==> src/rtl/seg7_pkg.sv <==
// rtl/seg7_pkg.sv - shared seven-segment select, pattern and code constants
// Used by the display driver, the encoder and the scan capture monitor.
package seg7_pkg;

  localparam logic [3:0] SEL_UNI  = 4'b1110;
  localparam logic [3:0] SEL_DEC  = 4'b1101;
  localparam logic [3:0] SEL_ACT  = 4'b1011;
  localparam logic [3:0] SEL_EST  = 4'b0111;
  localparam logic [3:0] SEL_IDLE = 4'b1111;

  localparam logic [6:0] SEG_0     = 7'h01;
  localparam logic [6:0] SEG_1     = 7'h4F;
  localparam logic [6:0] SEG_2     = 7'h12;
  localparam logic [6:0] SEG_3     = 7'h06;
  localparam logic [6:0] SEG_4     = 7'h4C;
  localparam logic [6:0] SEG_5     = 7'h24;
  localparam logic [6:0] SEG_6     = 7'h20;
  localparam logic [6:0] SEG_7     = 7'h0F;
  localparam logic [6:0] SEG_8     = 7'h00;
  localparam logic [6:0] SEG_9     = 7'h04;
  localparam logic [6:0] SEG_A     = 7'h08;
  localparam logic [6:0] SEG_V     = 7'h41;
  localparam logic [6:0] SEG_BLANK = 7'h7F;

  localparam logic [4:0] CODE_A       = 5'h0A;
  localparam logic [4:0] CODE_V       = 5'h0B;
  localparam logic [4:0] CODE_BLANK   = 5'h1E;
  localparam logic [4:0] CODE_UNKNOWN = 5'h1F;

  typedef enum logic {
    ST_COLLECT = 1'b0,
    ST_PUBLISH = 1'b1
  } cap_state_t;

  function automatic logic sel_valid(input logic [3:0] sel);
    return (sel == SEL_UNI) || (sel == SEL_DEC) || (sel == SEL_ACT) || (sel == SEL_EST);
  endfunction

  function automatic logic [1:0] sel_pos(input logic [3:0] sel);
    case (sel)
      SEL_DEC: return 2'd1;
      SEL_ACT: return 2'd2;
      SEL_EST: return 2'd3;
      default: return 2'd0;
    endcase
  endfunction

endpackage

==> src/rtl/seg7_decode.sv <==
// rtl/seg7_decode.sv - active-low seven-segment pattern to symbol code
module seg7_decode
  import seg7_pkg::*;
(
  input  logic [6:0] pattern,
  output logic [4:0] code
);

  always_comb begin
    code = CODE_UNKNOWN;
    case (pattern)
      SEG_0:     code = 5'd0;
      SEG_1:     code = 5'd1;
      SEG_2:     code = 5'd2;
      SEG_3:     code = 5'd3;
      SEG_4:     code = 5'd4;
      SEG_5:     code = 5'd5;
      SEG_6:     code = 5'd6;
      SEG_7:     code = 5'd7;
      SEG_8:     code = 5'd8;
      SEG_9:     code = 5'd9;
      SEG_A:     code = CODE_A;
      SEG_V:     code = CODE_V;
      SEG_BLANK: code = CODE_BLANK;
      default:   code = CODE_UNKNOWN;
    endcase
  end

endmodule

==> src/rtl/seg7_scan_capture.sv <==
// rtl/seg7_scan_capture.sv - multiplexed 4-digit display bus capture and frame publisher
module seg7_scan_capture
  import seg7_pkg::*;
#(
  parameter int unsigned STABLE_CYCLES  = 1,
  parameter int unsigned TIMEOUT_CYCLES = 64
) (
  input  logic       clk_disp,
  input  logic       rst,
  input  logic [6:0] catodo_in,
  input  logic [3:0] seleccion_in,
  output logic [6:0] dig_raw0,
  output logic [6:0] dig_raw1,
  output logic [6:0] dig_raw2,
  output logic [6:0] dig_raw3,
  output logic [4:0] dig_code0,
  output logic [4:0] dig_code1,
  output logic [4:0] dig_code2,
  output logic [4:0] dig_code3,
  output logic       frame_valid,
  output logic       scan_error,
  output logic       link_lost
);

  localparam logic [3:0] STABLE_TGT  = 4'(STABLE_CYCLES);
  localparam logic [7:0] TIMEOUT_TGT = 8'(TIMEOUT_CYCLES);

  logic [3:0] s_sel, p_sel;
  logic [6:0] s_cat, p_cat;
  logic [3:0] stab_cnt, run_len;
  logic       same, at_target, accept, illegal;
  logic [7:0] idle_cnt;
  logic [3:0] seen, seen_set, seen_nxt;
  logic [6:0] shadow [4];
  logic [6:0] raw_q  [4];
  logic       publish;
  cap_state_t state, state_nxt;

  always_ff @(posedge clk_disp or posedge rst) begin
    if (rst) begin
      s_sel    <= SEL_IDLE;
      s_cat    <= SEG_BLANK;
      p_sel    <= SEL_IDLE;
      p_cat    <= SEG_BLANK;
      stab_cnt <= '0;
    end else begin
      s_sel    <= seleccion_in;
      s_cat    <= catodo_in;
      p_sel    <= s_sel;
      p_cat    <= s_cat;
      stab_cnt <= run_len;
    end
  end

  // A saturated run sitting at the target must not fire a second time.
  always_comb begin
    same    = ({s_sel, s_cat} == {p_sel, p_cat});
    run_len = 4'd1;
    if (same) run_len = (stab_cnt == 4'hF) ? 4'hF : stab_cnt + 4'd1;
    at_target = (run_len == STABLE_TGT) && !(same && (stab_cnt == STABLE_TGT));
    accept    = at_target && sel_valid(s_sel);
    illegal   = at_target && !sel_valid(s_sel) && (s_sel != SEL_IDLE);
  end

  always_comb begin
    seen_set  = accept ? (4'b0001 << sel_pos(s_sel)) : 4'b0000;
    seen_nxt  = seen | seen_set;
    state_nxt = state;
    publish   = 1'b0;
    case (state)
      ST_COLLECT: if ((seen | seen_set) == 4'hF) state_nxt = ST_PUBLISH;
      ST_PUBLISH: begin
        publish   = 1'b1;
        seen_nxt  = seen_set;
        state_nxt = ST_COLLECT;
      end
      default: state_nxt = ST_COLLECT;
    endcase
  end

  always_ff @(posedge clk_disp or posedge rst) begin
    if (rst) begin
      state       <= ST_COLLECT;
      seen        <= '0;
      frame_valid <= 1'b0;
      scan_error  <= 1'b0;
      idle_cnt    <= '0;
      for (int i = 0; i < 4; i++) begin
        shadow[i] <= SEG_BLANK;
        raw_q[i]  <= SEG_BLANK;
      end
    end else begin
      state       <= state_nxt;
      seen        <= seen_nxt;
      frame_valid <= publish;
      if (illegal) scan_error <= 1'b1;
      if (accept) shadow[sel_pos(s_sel)] <= s_cat;
      if (publish) begin
        for (int i = 0; i < 4; i++) raw_q[i] <= shadow[i];
      end
      if (accept) idle_cnt <= '0;
      else if (idle_cnt != 8'hFF) idle_cnt <= idle_cnt + 8'd1;
    end
  end

  assign link_lost = (idle_cnt >= TIMEOUT_TGT);
  assign dig_raw0  = raw_q[0];
  assign dig_raw1  = raw_q[1];
  assign dig_raw2  = raw_q[2];
  assign dig_raw3  = raw_q[3];

  seg7_decode u_dec0 (.pattern(raw_q[0]), .code(dig_code0));
  seg7_decode u_dec1 (.pattern(raw_q[1]), .code(dig_code1));
  seg7_decode u_dec2 (.pattern(raw_q[2]), .code(dig_code2));
  seg7_decode u_dec3 (.pattern(raw_q[3]), .code(dig_code3));

endmodule

==> config.mk <==
export PLATFORM = sky130hd
export DESIGN_NAME = seg7_scan_capture
export DESIGN_NICKNAME = d
export VERILOG_FILES = /design/src/rtl/seg7_pkg.sv /design/src/rtl/seg7_decode.sv /design/src/rtl/seg7_scan_capture.sv
export SDC_FILE = /design/constraint.sdc
export NUM_CORES = 1
export LEC_CHECK = 0
export ABC_AREA = 1
export ABC_CLOCK_PERIOD_IN_PS = 4400
export BUFFER_PORTS_ARGS = -buffer_cell sky130_fd_sc_hd__buf_2
export CORE_UTILIZATION = 62
export DETAILED_ROUTE_END_ITERATION = 12
export PLACE_DENSITY_LB_ADDON = 0.15
export SYNTH_ARGS = -nofsm -noshare
export SYNTH_HDL_FRONTEND = slang
export SYNTH_SLANG_ARGS = --single-unit
==> constraint.sdc <==
create_clock -name clk_disp -period 4.4 [get_ports clk_disp]
set_input_delay 0.88 -clock clk_disp [delete_from_list [all_inputs] [get_ports clk_disp]]
set_output_delay 0.88 -clock clk_disp [all_outputs]
set_load 0.005 [all_outputs]
# [Word-level counts from Yosys, hierarchy flattened]
# Index checks and enable logic that the tools add are counted.
[classes] n_shift=1 addsub=2 n_reduce_logical=16 n_eq_ne=59 bitwise=3 muxes=18 order_cmp=3
[ops] cell="one-hot mux 5 bit (13 select lines)" n=4
[ops] cell="equality test 7 bit, second input constant" n=16
[ops] cell="equality test 7 x 3 -> 1 bit, second input constant" n=8
[ops] cell="equality test 7 x 4 -> 1 bit, second input constant" n=8
[ops] cell="equality test 7 x 6 -> 1 bit, second input constant" n=8
[ops] cell="bitwise mux 28 bit" n=1
[ops] cell="equality test 7 x 1 -> 1 bit, second input constant" n=4
[ops] cell="equality test 7 x 5 -> 1 bit, second input constant" n=4
[ops] cell="logical NOT 7 bit" n=4
[ops] cell="equality test 4 bit, second input constant" n=5
[ops] cell="2-to-1 mux 4 bit" n=4
[ops] cell="2-to-1 mux 8 bit" n=2
[ops] cell="demux 7 bit (select 2 bit)" n=1
[ops] cell="equality test 11 bit" n=1
[ops] cell="adder 8 x 1 -> 8 bit, second input constant" n=1
[ops] cell="equality test 4 x 1 -> 1 bit, second input constant" n=2
[ops] cell=">= comparator 8 x 7 -> 1 bit, second input constant" n=1
[ops] cell="inequality test 8 bit, second input constant" n=1
[ops] cell="2-to-1 mux 7 bit" n=1
[ops] cell="logical AND 1 bit" n=6
[ops] cell="one-hot mux 2 bit (3 select lines)" n=1
[ops] cell="adder 4 x 1 -> 4 bit, second input constant" n=1
[ops] cell="equality test 4 x 3 -> 1 bit, second input constant" n=1
[ops] cell="inequality test 4 bit, second input constant" n=1
[ops] cell="12 further kinds" n=16
[word_totals] output_inout_bits=51 wordCells=120 reg_bits=97

# [Depth between registers and ports, before layout]
# Gate-level depths: netlist (run 1).
[logic_depth] word_depth=13 mapped_depth=11 mapped_depth_nobuf=11

# [Cells and area by module]
# Synthesis (run 1) repeated with hierarchy kept, for this count alone.
[hier_totals] cells_unflattened=634 hier_area_um2=5348.9
[modules_own_cells] module="seg7_scan_capture" n_inst=1 area_per_inst_um2=4077.7 cells_per_inst=346 seq_area_each_um2=2524.9
[modules_own_cells] module="seg7_decode" n_inst=4 area_per_inst_um2=317.8 cells_per_inst=72 seq_area_each_um2=0.0

# [Worst setup path before layout (run 1)]
# OpenSTA, ideal clock, no wires.
[synth_path] path_kind="reg-to-output" start="register raw_q (netlist bit dig_raw3[4])" end="output dig_code3[2]" slack_ns=1.961 t_arrival_ns=1.559 n_path_buf=0 stages_incl_launch_ff=10 cell_sequence="dfstp_2 -> inv_1 -> nand3_1 -> inv_1 -> nand2_1 -> o21ai_0 -> a21oi_1 -> nand3_1 -> or2_2 -> nand4_1"
[synth_via] elab_chain_cells=2 word_cells_on_any_way=14 cone_classes="12 x eq/ne; 1 x mux; 1 x reduce/logical"
[synth_lines] item="from (decl)" line="seg7_scan_capture.sv:35" source="logic [6:0] raw_q [4];"
[synth_lines] item="from (signal, indexed assignment)" line="seg7_scan_capture.sv:90" source="raw_q[i] <= SEG_BLANK;"
[synth_lines] item="equality test 7 bit (tied with other cells)" line="seg7_decode.sv:11" source="case (pattern)"
[synth_lines] item="one-hot mux 5 bit (13 select lines) (*)" line="seg7_decode.sv:11"
[synth_lines] item="to (decl)" line="seg7_scan_capture.sv:19" source="output logic [4:0] dig_code3,"
# Mark *: on every way between the ends. The rest lies on a longest branch, timed or not.

# [Worst setup path after layout (run 1)]
[layout_path] start="register raw_q (netlist bit dig_raw3[3])" end="output dig_code3[2]"
# The elaborated chain is that of the path after synthesis.

==> flow_summary.json, run 1 <==
{
  "r2r_end": "shadow[25]",
  "reg2reg_depth": 10,
  "seq_area_frac_synth_pct": 52.7,
  "min_from": "s_cat[6]",
  "leakage_nw": 2.60,
  "power.density_nw_per_um2": 616,
  "skew_ps": 12.6,
  "portBuffers": 63,
  "finish.utilization_pct": 73.4,
  "grt_pass1_vias": 3827,
  "cts-resized-gates": 0,
  "finalSetupViolCount": 0,
  "num_vias": 4083,
  "timing.reg2reg.setup_slack_ps": 2180,
  "routed_wl_mm": 9.75,
  "die-area_um2": 8080,
  "tns_ps": 0,
  "max_freq_ghz": 0.313,
  "worst_setup_path_end_kind": "primary output",
  "cts_inserted_buffers": 9,
  "cp_top_family": "simple AND/OR/NAND/NOR gates",
  "clk_pin_slew_ps": 80,
  "hold_class": "reg -> reg",
  "hpwl_mm": 7.19,
  "synth.most_common_cell": "nand2_1",
  "design_area_um2": 5410,
  "holdWs_ps": 377,
  "synth.avg_cell_area_um2": 8.36,
  "slew_headroom_pct": 43.0,
  "n_antenna_cell": 0,
  "drcViolationCount": 0,
  "period_share_pct": 72.6,
  "worstPathArrival_ps": 2320,
  "fin_crit_ps": 3200,
  "rows": 31,
  "yosys_warnings": 0,
  "synth_top_area_cell": "dfstp_2",
  "synth_area_um2": 4790,
  "cap_violations": 0,
  "cp_slowest_cell": "dfstp_2",
  "crit_path_max_fanout": 7,
  "syn_to_final_growth_pct": 12.9,
  "yosysTopAreaCellShare_pct": 42.8,
  "status": "complete, no violations",
  "r2r_start": "stab_cnt[0]",
  "cts-root-buf": "clkbuf_8",
  "crit_chain": "nand2_1 -> nor3_1 -> nand4_1 -> nand2_1 -> a21oi_1 -> nand3_1 -> or2_2 -> nand4_1 -> buf_2",
  "die_w_um": 89.9,
  "grt_usage_pct": 26.0,
  "async_reset_ff_share_pct": 100,
  "clockBufferDepth": 2,
  "ys.flop_type": "dfstp_2",
  "start_util_pct": 65.0,
  "hold_viol_final": 0,
  "ctsHoldBuffers": 0,
  "drive_gt1_share_pct": 26.8,
  "synth.top_cells.by_count": "164 x nand2_1, 88 x inv_1, 78 x dfstp_2, 47 x o21ai_0, 31 x nand3_1",
  "layout.nets": 656,
  "syn_nets": 589,
  "required_ps": 3520,
  "p_total_mw": 3.33,
  "cts_tree": "yes",
  "via_per_inst": 5.49,
  "path_class": "reg -> out",
  "worst-slew-pin-transition_ps": 854,
  "ios": 64,
  "cts_setup_buffers": 0,
  "first_iter_violations": 296,
  "rsz0062_at_grt": "no",
  "irDropWorstVdd_v": 0.000283,
  "synth_cell_types": 35,
  "die_y_um": 89.9,
  "min_path_cells": 0,
  "grt_start_max_net_pins": 55,
  "clkLatencyLatePin_ps": 360,
  "synth_area_leaders": "dfstp_2 43%, nand2_1 13%, dfrtp_1 9.9%",
  "htreeDepth": 3,
  "grt_first_pass_wirelength_mm": 17.0,
  "coreArea_um2": 7370,
  "post_drt_wl_per_cell_um": 13.1,
  "fillers": 590,
  "synth_edf_count": 0,
  "ys_ff_latch": 97,
  "gp_congestion": 0.963,
  "start_kind": "flop",
  "drt_first_pass_iters": 5,
  "clock-sinks": 97,
  "antenna_left": 0,
  "place_area_um2": 5180,
  "critPathBufInv": 1,
  "overflow": 0,
  "antenna_found_initial": 0,
  "critPathMaxStageDelay_ps": 590,
  "slew_violations": 0,
  "min_to": "p_cat[6]",
  "synth_cells": 573
}
==> flip-flops by register name (all words and copies together), names as in the netlist, 7 cells and up <==
register and flops:
dig_raw2 7, idle_cnt 8, s_cat 7, p_cat 7, dig_raw1 7, shadow 28
dig_raw0 7, dig_raw3 7
==> cell families (layout without fill, tap and decap cells) <==
kind of cell,after synthesis,count (layout),synth area share [%]
fa+ha+maj,3,3,0.784
simple gates,287,287,26.9
compound gates,83,83,10.4
xor+xnor,5,5,0.914
flops,97,97,52.7
buf+inv,98,170,8.31
==> worst reg2reg max path: stages (launching register included) <==
cell and delay, ps:
dfrtp_1 450, ha_1 260, inv_1 80, nand2_1 60
o21ai_2 150, nand2_1 90, o211ai_2 340, nand4_2 390
inv_1 210, nand2_1 80, nand2_1 60
==> routing by layer <==
metal / wire [µm] / vias up / global-route usage (%)
li1: - / 2024 / -
met4: 172 / 0 / 10.2
met2: 4710 / 135 / 43.7
met1: 4410 / 1903 / 33.9
met5: 0 / - / 0
met3: 451 / 21 / 4.23
==> cells in the final DEF, fill, tap and decap left out, drive strengths merged, types with 3 or more instances in the layout <==
cell,n
a21oi,4
a31oi,8
buf,66
clkbuf,13
dfrtp,19
dfstp,78
ha,3
inv,87
nand2,164
nand3,32
nand4,21
nor2,28
nor3,26
nor4,9
o211ai,8
o21ai,56
xnor2,5
==> power breakdown <==
group,switching [mW],total [mW],internal [mW]
registers,0.184,1.40,1.21
clock network,0.284,0.635,0.351
logic,0.767,1.30,0.534
==> per-stage QoR <==
| step | std cells | worst slack, ps |
|---|---|---|
| global placement | 728 | 1770 |
| CTS | 744 | 1230 |
| floorplan | 573 | 1120 |
| detailed placement | 728 | 1630 |
| global route | 744 | 976 |
| finish | 744 | 1200 |
==> area by class of cell <==
| class | instances | area [µm²] | share of cell area [%] |
|---|---|---|---|
| inverters | 88 | 332 | 6.13 |
| multi-input cells | 378 | 1870 | 34.5 |
| clock buffers | 13 | 159 | 2.94 |
| flip-flops and latches | 97 | 2520 | 46.7 |
| clock inverters | 3 | 65.1 | 1.20 |
| repair buffers | 66 | 338 | 6.25 |
| well taps | 99 | 124 | 2.29 |
==> worst max-delay path by stage <==
stage	start	to	slack, ps	depth (start not counted)
3_3_place_gp	dig_raw0[6]	dig_code0[1]	1770	9
3_5_place_dp	dig_raw3[3]	dig_code3[2]	1630	9
2_1_floorplan	rst	frame_valid	1120	1
4_1_cts	dig_raw3[3]	dig_code3[2]	1230	9
5_1_grt	dig_raw3[3]	dig_code3[2]	980	9
6_report	dig_raw3[3]	dig_code3[2]	1200	9
Power figures use the tool's default switching activity.
==> run 2: changes to the inputs <==
ABC_CLOCK_PERIOD_IN_PS = 2900   (was 4400)
CORE_UTILIZATION = 52   (was 62)
clock period = 2.9 ns   (was 4.4 ns; I/O delays follow)
==> flow_summary.json, run 2 (synthesis gave the netlist of run 1 again) <==
{
  "status": "complete, but fails checks",
  "violations": "design-rule violations",
  "routed_wl_mm": 10.1,
  "period_share_pct": 93.9,
  "layout_common_cells": "164 x nand2_1, 87 x inv_1, 78 x dfstp_2, 63 x buf_2, 47 x o21ai_0",
  "crit_start": "dig_raw3[5]",
  "path_class": "reg -> out",
  "grt_first_pass_wirelength_mm": 17.3,
  "timing.reg2reg.setup_slack_ps": 660,
  "cap_violations": 0,
  "cts-root-buf": "clkbuf_8",
  "ff_latch_area_um2": 2520,
  "rows": 34,
  "reg2reg_depth": 10,
  "hold_viol_final": 0,
  "largest_reg_flops": 28,
  "r2r_start": "stab_cnt[0]",
  "start_kind": "flop",
  "die-area_um2": 9600,
  "overflow": 0,
  "min_from": "seleccion_in[3]",
  "drt_first_pass_iters": 9,
  "gp_congestion": 0.872,
  "reg_top3": "shadow x28, idle_cnt x8",
  "regMostFlops": "shadow",
  "syn_to_final_growth_pct": 14.5,
  "drive_gt1_share_pct": 28.9,
  "dp_worst_setup_slack_ps": 470,
  "antenna_left": 0,
  "finalSetupViolCount": 0,
  "multi_input_area_um2": 1920,
  "irDropWorstVdd_v": 0.000434,
  "grt_start_max_net_pins": 64,
  "layout.nets": 659,
  "num_vias": 4057,
  "leakage_nw": 2.62,
  "post_drt_wl_per_cell_um": 13.3,
  "first_iter_violations": 239,
  "start_util_pct": 54.4,
  "slew_headroom_pct": 64.8,
  "min_path_cells": 1,
  "power.density_nw_per_um2": 921,
  "clkLatencyLatePin_ps": 370,
  "min_to": "s_sel[3]",
  "ctsHoldBuffers": 0,
  "ios": 64,
  "antenna_found_initial": 0,
  "rsz0062_at_grt": "no",
  "crit_path_max_fanout": 4,
  "die_y_um": 98.0,
  "skew_ps": 16.5,
  "cts_inserted_buffers": 9,
  "grt_usage_pct": 22.5,
  "die_w_um": 98.0,
  "worst_setup_path_end_kind": "primary output",
  "fillers": 783,
  "drcViolationCount": 9,
  "worst-slew-pin-transition_ps": 528,
  "r2r_end": "shadow[15]",
  "max_freq_ghz": 0.367,
  "clk_pin_slew_ps": 90,
  "coreArea_um2": 8810,
  "htreeDepth": 3,
  "portBuffers": 63,
  "grt_pass1_vias": 3730,
  "fin_crit_ps": 2720,
  "slew_violations": 0,
  "clockBufferDepth": 2,
  "via_per_inst": 5.37,
  "clock-sinks": 97,
  "hold_class": "in -> reg",
  "final_common_cell": "nand2_1",
  "fin_ws_ps": 178,
  "cts_tree": "yes",
  "required_ps": 2320,
  "worstPathArrival_ps": 2140,
  "hpwl_mm": 7.42,
  "tns_ps": 0,
  "n_antenna_cell": 0
}
run 2: metal layers:
layer  routed length, µm  global-route usage, %  vias up
li1                    -                      -     2028
met1                4680                   30.6     1900
met2                4760                   36.5      114
met3                 438                   4.15       15
met4                 165                   7.58        0
met5                   0                      0        -
run 2: what timing repair did:
| action | 4_1_cts | 5_1_grt |
|---|---|---|
| endpoints found under the setup margin | 0 | 19 |
| buffers inserted | 0 | 2 |
| resized for setup | 0 | 10 |
run 2: worst max-delay path by stage:
stage	end	cells past startpoint
after floorplan	dig_code3[2]	9
after global placement	dig_code0[1]	9
after detailed placement	dig_code3[2]	9
after CTS	dig_code3[2]	9
after global routing	dig_code3[0]	10
final	dig_code3[2]	10
run 2: worst max-delay path: stages (launching register included):
cell and delay (ps):
dfstp_2 570, inv_1 90, nand3_1 130, inv_1 80
nand2_1 60, o21ai_0 110, a21oi_1 180, nand3_1 120
or2_4 260, nand4_1 70, buf_2 110
run 2: cell type report:
type	count	area share, %
well taps	108	2.46
clock inverters	6	1.19
flip-flops and latches	97	46.0
repair buffers	69	6.80
inverters	88	6.09
clock buffers	10	2.51
multi-input cells	378	34.9
run 2: metrics by stage:
stage	hold slack (ps)	total power [mW]	utilization, %	instance area, µm²	cells
after floorplan	361	3.30	-	4790	573
after global placement	364	4.07	59.3	5220	738
after detailed placement	367	4.12	59.3	5220	738
after CTS	288	5.02	61.6	5420	754
after global routing	277	5.47	62.3	5490	756
final	307	5.05	62.3	5490	756
run 2: report_power, final:
group          switching (mW)  internal [mW]
Clock                   0.465          0.424
Sequential              0.272           1.84
Combinational            1.20          0.852
